[src/rtl/bram_burst_reader.sv]
// Burst reader: issues len consecutive word reads from a BRAM port and streams the data out
// through a small credit-protected FIFO. Define CHECKSUM_EN to add a running checksum output.
module bram_burst_reader #(
    parameter int unsigned RD_LAT     = 1,
    parameter int unsigned FIFO_DEPTH = 4,
    parameter int unsigned LEN_W      = 16
) (
    input  logic             clk,
    input  logic             rst_n,
    input  logic             start,
    input  logic [31:0]      base_addr,
    input  logic [LEN_W-1:0] len,
    output logic             busy,
    output logic             done,
    output logic             ram_clk,
    output logic             ram_rst,
    output logic             ram_en,
    output logic [31:0]      ram_addr,
    input  logic [31:0]      ram_rd_data,
    output logic [31:0]      m_data,
    output logic             m_valid,
    input  logic             m_ready
`ifdef CHECKSUM_EN
    ,
    output logic [31:0]      checksum
`endif
);

    localparam int unsigned PW = $clog2(FIFO_DEPTH);
    localparam int unsigned CW = PW + 1;
    localparam int unsigned OW = CW + 1;

    typedef enum logic [1:0] {
        S_IDLE,
        S_READ,
        S_DRAIN,
        S_DONE
    } state_t;

    state_t            state_q, state_d;
    logic              busy_q, busy_d;
    logic              done_q, done_d;
    logic              ram_en_q, ram_en_d;
    logic [31:0]       ram_addr_q, ram_addr_d;
    logic [31:0]       next_addr_q, next_addr_d;
    logic [LEN_W-1:0]  len_q, len_d;
    logic [LEN_W-1:0]  issue_cnt_q, issue_cnt_d;
    logic [LEN_W-1:0]  xfer_cnt_q, xfer_cnt_d;
    logic [RD_LAT-1:0] tok_q, tok_d;
    logic [31:0]       mem_q [FIFO_DEPTH];
    logic [31:0]       mem_d [FIFO_DEPTH];
    logic [PW-1:0]     wr_ptr_q, wr_ptr_d;
    logic [PW-1:0]     rd_ptr_q, rd_ptr_d;
    logic [CW-1:0]     count_q, count_d;
    logic              m_valid_q, m_valid_d;
    logic [31:0]       m_data_q, m_data_d;
`ifdef CHECKSUM_EN
    logic [31:0]       checksum_q, checksum_d;
`endif

    logic              pop_c;
    logic              push_c;
    logic [OW-1:0]     inflight_c;
    logic [OW-1:0]     occ_c;
    logic              can_issue_c;

    assign pop_c  = m_valid_q & m_ready;
    assign push_c = tok_q[RD_LAT-1];

    // Occupancy after this edge if nothing new is issued; issue only if a slot remains.
    always_comb begin
        inflight_c = OW'(ram_en_q);
        for (int i = 0; i < RD_LAT; i++) begin
            inflight_c = inflight_c + OW'(tok_q[i]);
        end
        occ_c       = OW'(count_q) + inflight_c - OW'(pop_c);
        can_issue_c = (occ_c < OW'(FIFO_DEPTH));
    end

    // Burst control FSM: next state, read issue and status pulses.
    always_comb begin
        state_d     = state_q;
        busy_d      = busy_q;
        done_d      = 1'b0;
        ram_en_d    = 1'b0;
        ram_addr_d  = ram_addr_q;
        next_addr_d = next_addr_q;
        len_d       = len_q;
        issue_cnt_d = issue_cnt_q;
        xfer_cnt_d  = xfer_cnt_q;
`ifdef CHECKSUM_EN
        checksum_d  = checksum_q;
`endif

        case (state_q)
            S_IDLE: begin
                if (start) begin
                    len_d       = len;
                    next_addr_d = base_addr;
                    issue_cnt_d = '0;
                    xfer_cnt_d  = '0;
                    busy_d      = 1'b1;
`ifdef CHECKSUM_EN
                    checksum_d  = '0;
`endif
                    if (len == '0) begin
                        state_d = S_DONE;
                        done_d  = 1'b1;
                    end else begin
                        state_d = S_READ;
                    end
                end
            end
            S_READ: begin
                if (can_issue_c) begin
                    ram_en_d    = 1'b1;
                    ram_addr_d  = next_addr_q;
                    next_addr_d = next_addr_q + 32'd4;
                    issue_cnt_d = issue_cnt_q + LEN_W'(1);
                    if (issue_cnt_q == len_q - LEN_W'(1)) begin
                        state_d = S_DRAIN;
                    end
                end
            end
            S_DRAIN: begin
                if (pop_c && (xfer_cnt_q == len_q - LEN_W'(1))) begin
                    state_d = S_DONE;
                    done_d  = 1'b1;
                end
            end
            S_DONE: begin
                state_d = S_IDLE;
                busy_d  = 1'b0;
            end
            default: begin
                state_d = S_IDLE;
                busy_d  = 1'b0;
            end
        endcase

        if (pop_c) begin
            xfer_cnt_d = xfer_cnt_q + LEN_W'(1);
`ifdef CHECKSUM_EN
            checksum_d = checksum_q + m_data_q;
`endif
        end
    end

    // Return token pipeline and output FIFO; head word is registered onto m_data.
    always_comb begin
        tok_d[0] = ram_en_q;
        for (int i = 1; i < RD_LAT; i++) begin
            tok_d[i] = tok_q[i-1];
        end

        mem_d    = mem_q;
        wr_ptr_d = wr_ptr_q;
        rd_ptr_d = rd_ptr_q;
        if (push_c) begin
            mem_d[wr_ptr_q] = ram_rd_data;
            wr_ptr_d        = wr_ptr_q + PW'(1);
        end
        if (pop_c) begin
            rd_ptr_d = rd_ptr_q + PW'(1);
        end
        count_d   = count_q + CW'(push_c) - CW'(pop_c);
        m_valid_d = (count_d != '0);
        m_data_d  = m_valid_d ? mem_d[rd_ptr_d] : m_data_q;
    end

    always_ff @(posedge clk or negedge rst_n) begin
        if (!rst_n) begin
            state_q     <= S_IDLE;
            busy_q      <= 1'b0;
            done_q      <= 1'b0;
            ram_en_q    <= 1'b0;
            ram_addr_q  <= '0;
            next_addr_q <= '0;
            len_q       <= '0;
            issue_cnt_q <= '0;
            xfer_cnt_q  <= '0;
            tok_q       <= '0;
            wr_ptr_q    <= '0;
            rd_ptr_q    <= '0;
            count_q     <= '0;
            m_valid_q   <= 1'b0;
            m_data_q    <= '0;
            for (int i = 0; i < FIFO_DEPTH; i++) begin
                mem_q[i] <= '0;
            end
`ifdef CHECKSUM_EN
            checksum_q  <= '0;
`endif
        end else begin
            state_q     <= state_d;
            busy_q      <= busy_d;
            done_q      <= done_d;
            ram_en_q    <= ram_en_d;
            ram_addr_q  <= ram_addr_d;
            next_addr_q <= next_addr_d;
            len_q       <= len_d;
            issue_cnt_q <= issue_cnt_d;
            xfer_cnt_q  <= xfer_cnt_d;
            tok_q       <= tok_d;
            wr_ptr_q    <= wr_ptr_d;
            rd_ptr_q    <= rd_ptr_d;
            count_q     <= count_d;
            m_valid_q   <= m_valid_d;
            m_data_q    <= m_data_d;
            for (int i = 0; i < FIFO_DEPTH; i++) begin
                mem_q[i] <= mem_d[i];
            end
`ifdef CHECKSUM_EN
            checksum_q  <= checksum_d;
`endif
        end
    end

    assign busy     = busy_q;
    assign done     = done_q;
    assign ram_clk  = clk;
    assign ram_rst  = 1'b0;
    assign ram_en   = ram_en_q;
    assign ram_addr = ram_addr_q;
    assign m_data   = m_data_q;
    assign m_valid  = m_valid_q;
`ifdef CHECKSUM_EN
    assign checksum = checksum_q;
`endif

endmodule

[config.mk]
export PLATFORM = sky130hd
export DESIGN_NAME = bram_burst_reader
export DESIGN_NICKNAME = d
export VERILOG_FILES = /design/src/rtl/bram_burst_reader.sv
export SDC_FILE = /design/constraint.sdc
export NUM_CORES = 1
export LEC_CHECK = 0
export CORE_MARGIN = 2
export CORE_UTILIZATION = 40
export DETAILED_ROUTE_END_ITERATION = 12
export PLACE_DENSITY_LB_ADDON = 0.05
export SLEW_MARGIN = 10
export SYNTH_ARGS = -nofsm -noshare
export SYNTH_HDL_FRONTEND = slang
export SYNTH_SLANG_ARGS = --single-unit
[constraint.sdc]
create_clock -name clk -period 8.08 [get_ports clk]
set_input_delay 0.808 -clock clk [delete_from_list [all_inputs] [get_ports clk]]
set_output_delay 0.808 -clock clk [all_outputs]
set_load 0.01 [all_outputs]
==> summary.md <==
| Metric | Value |
|---|---|
| Status | completed |
| CTS clk-pin slew, worst paths | around 0.050 ns |
| Syn Area/Cell | 11.8 um2 |
| Unrepaired setup endpoints after global routing | false |
| Max FO, Critical Path | 2 |
| DRC | 0 |
| Placed insts | around 1.7k |
| Mapped Nets | 1260 |
| WL final | 32500 um |
| Post-DP HPWL | 20700 um |
| Setup bufs post-CTS | 0 |
| DR vias | 9338 |
| Post-CTS Hold Fix Bufs | 0 |
| Critical path arrival | approximately 4.8 ns |
| Slew margin rel. | 0.371 |
| Synth cell count leaders | dfrtp_1, mux2_2, nand2_1 |
| Vias in the first global route | 9788 |
| Gate count after technology mapping | 1156 |
| Layer with the highest usage | met2 |
| IO buf count | 152 |
| DIE HEIGHT | about 190 um |
| Vias per cell | 5.27 |
| Worst Setup SP | clk |
| WL/cell | 18.3 um |
| Met3 usage | 0.0417 |
| Starting density of the core | 0.407 |
| Ratio of cells with drive above 1 in the final layout | 0.227 |
| VDD IR max | 0.238 mV |
| Initial antenna violation count | 0 |
| Die area | 35600 um2 |
| Worst Hold Class | in -> async |
| Post-Synthesis Cell Area | 13600 um2 |
| Core Rows | 67 |
| Core area | about 34000 um2 |
| Largest net degree at the start of global routing | 157 |
| M1 GR Usage | 0.250 |
| Antenna-violating nets left | 0 |
| Layout Utilization | 0.501 |
| Met2 usage | 0.309 |
| I/O Pins | around 150 |
| Grt ovf | 0 |
| Yosys reg bits | 286 |
| Leak | 7.15 nW |
| Die Wd | 189 um |
| Max cap viols | 0 |
| Clock share of power | 0.359 |
| Setup-failing EPs final | 0 |
| CP Data Required Time | 7.27 ns |
| Switch share | 0.275 |
| Area Growth Syn to Fin | 23.2% |
| Post-synth EDFFs | 0 |
| Distinct cells, synth | 66 |
| Cell with the most instances after synthesis | dfrtp_1 |
| Final Hold Fails | 0 |
| Sequential area share after synthesis | 0.525 |
| P_int | 3.20 mW |
| Cts repair resizes | 0 |
| Fin cells | 1771 |
| Synth warnings | 0 |
| Starting DRT DRC Count | around 500 |
| Gpl congestion | 0.757 |
| Switching power | 1.21 mW |
| CTS tree | built |
| Worst reg2reg path startpoint | m_valid |
| Part of the power in registers | 0.383 |
| DRT Pass-1 Iters | 4 |
| Clk_skew | around 0.017 ns |
| Tot GR Track Use | 0.188 |
| Measured slew at the worst slew-check pin | 0.940 ns |
| CP Capture Type | output port |
| Ys flop type | dfrtp_1 |
| Setup TNS | 0 ns |
| Area leader, netlist | dfrtp_1 |
| Worst Setup Start Kind | clock port |
| Final nets | between 1k and 1.5k |
| Pwr/cell area | 263 nW/um2 |
| Clock latency on the worst-skew pair | around 0.65 ns |
| Synth top area cells | dfrtp_1, mux2_2, mux4_2, nand2_1, xnor2_1 |
| Top cell type's share of synthesized area | 0.525 |
| Asr flop ratio synth | 1.00 |
| Final Slew Violations | 0 |
| Crit path kind | clk -> out |
| Worst hold-check slack | 0.103 ns |
| Combinational power share | 0.258 |
| First-pass GRT wire length | 53400 um |
==> power by group through the flow <==
stage / clock, mW / sequential [mW] / combinational (mW)
after floorplan: 0.0102 / 1.73 / 0.691
after global placement: 0.0126 / 1.71 / 1.16
after detailed placement: 0.0126 / 1.71 / 1.17
after CTS: 1.64 / 1.69 / 1.17
after global routing: 1.71 / 1.71 / 1.24
final: 1.59 / 1.69 / 1.14
==> cell usage in the layout, fill, tap and decap left out, types with 2 or more instances in the layout <==
cell,n
clkbuf_1,12
nand2b_1,4
or4_1,2
nor3_1,12
a2111oi_0,2
buf_4,13
or2_2,3
nand3_1,43
clkdlybuf4s50_1,151
mux2i_1,10
inv_1,34
a21oi_1,41
o22ai_1,23
and3_1,17
clkinv_2,3
and4_1,5
mux2_2,177
o2111ai_1,5
xor2_1,18
a21o_1,3
o211ai_1,4
ha_1,19
a22o_1,3
nor4_2,2
mux4_2,32
o31ai_1,6
o221a_2,4
clkbuf_16,38
nor4_1,8
nor2_1,49
dfrtp_1,286
a31oi_1,4
or3_1,10
xnor2_1,32
clkbuf_8,8
o21ai_0,56
nand2_1,128
nand4_1,16
a31o_2,2
o311ai_0,2
==> per-layer routing <==
layer  vias up  routed length [um]
met5         -                   0
met4         0                 659
met3        42                1480
met2       151               15600
met1      4701               14700
li1       4444                   -
==> final cells by class <==
type	count	area, um2
Sequential cell	286	7160
Timing Repair Buffer	165	1630
Tap cell	448	561
Clock inverter	7	81.3
Antenna cell	1	2.50
Fill cell	3073	16700
Multi-Input combinational cell	770	6110
Clock buffer	59	1120
Inverter	35	131
==> state kept, by name, indices dropped and copies added (netlist names), 2 cells and up <==
register,cells
m_data,32
state_q,2
issue_cnt_q,16
count_q,3
rd_ptr_q,2
ram_addr,32
xfer_cnt_q,16
mem_q,128
len_q,16
wr_ptr_q,2
next_addr_q,32
==> through the flow <==
step / worst slack, ns / instance area (um2) / power, mW
2_1_floorplan: 3.11 / 13600 / 2.43
3_3_place_gp: 2.78 / 15600 / 2.88
3_5_place_dp: 2.78 / 15600 / 2.89
4_1_cts: 2.52 / 16800 / 4.49
5_1_grt: 2.51 / 16800 / 4.66
6_report: 2.52 / 16800 / 4.41
==> logic make-up after synthesis <==
kind of cell             Yosys count  share of synthesized area
buffers and inverters            100                     0.0297
multiplexers                     219                      0.206
other                              1                   0.000275
flip-flops                       286                      0.525
XOR/XNOR                          53                     0.0351
adder cells (fa/ha/maj)           20                     0.0189
AO/OA/AOI/OAI                    169                     0.0768
AND/OR/NAND/NOR                  308                      0.108
==> worst max-delay path: stages <==
cell,delay (ns)
clkbuf_16,0.12
clkbuf_16,0.13
clkdlybuf4s50_1,0.46
==> worst paths after layout <==
kind | endpoint | slack, ns | cells past startpoint
max | ram_clk | 2.52 | 3
min | len_q[8] | 0.10 | 1
max reg2reg | issue_cnt_q[14] | 3.84 | 13
min reg2reg | push_c | 0.42 | 0
max in group asynchronous | mem_q[14] | 6.65 | 2
min in group clk | push_c | 0.42 | 0
Power figures use the tool's default switching activity.
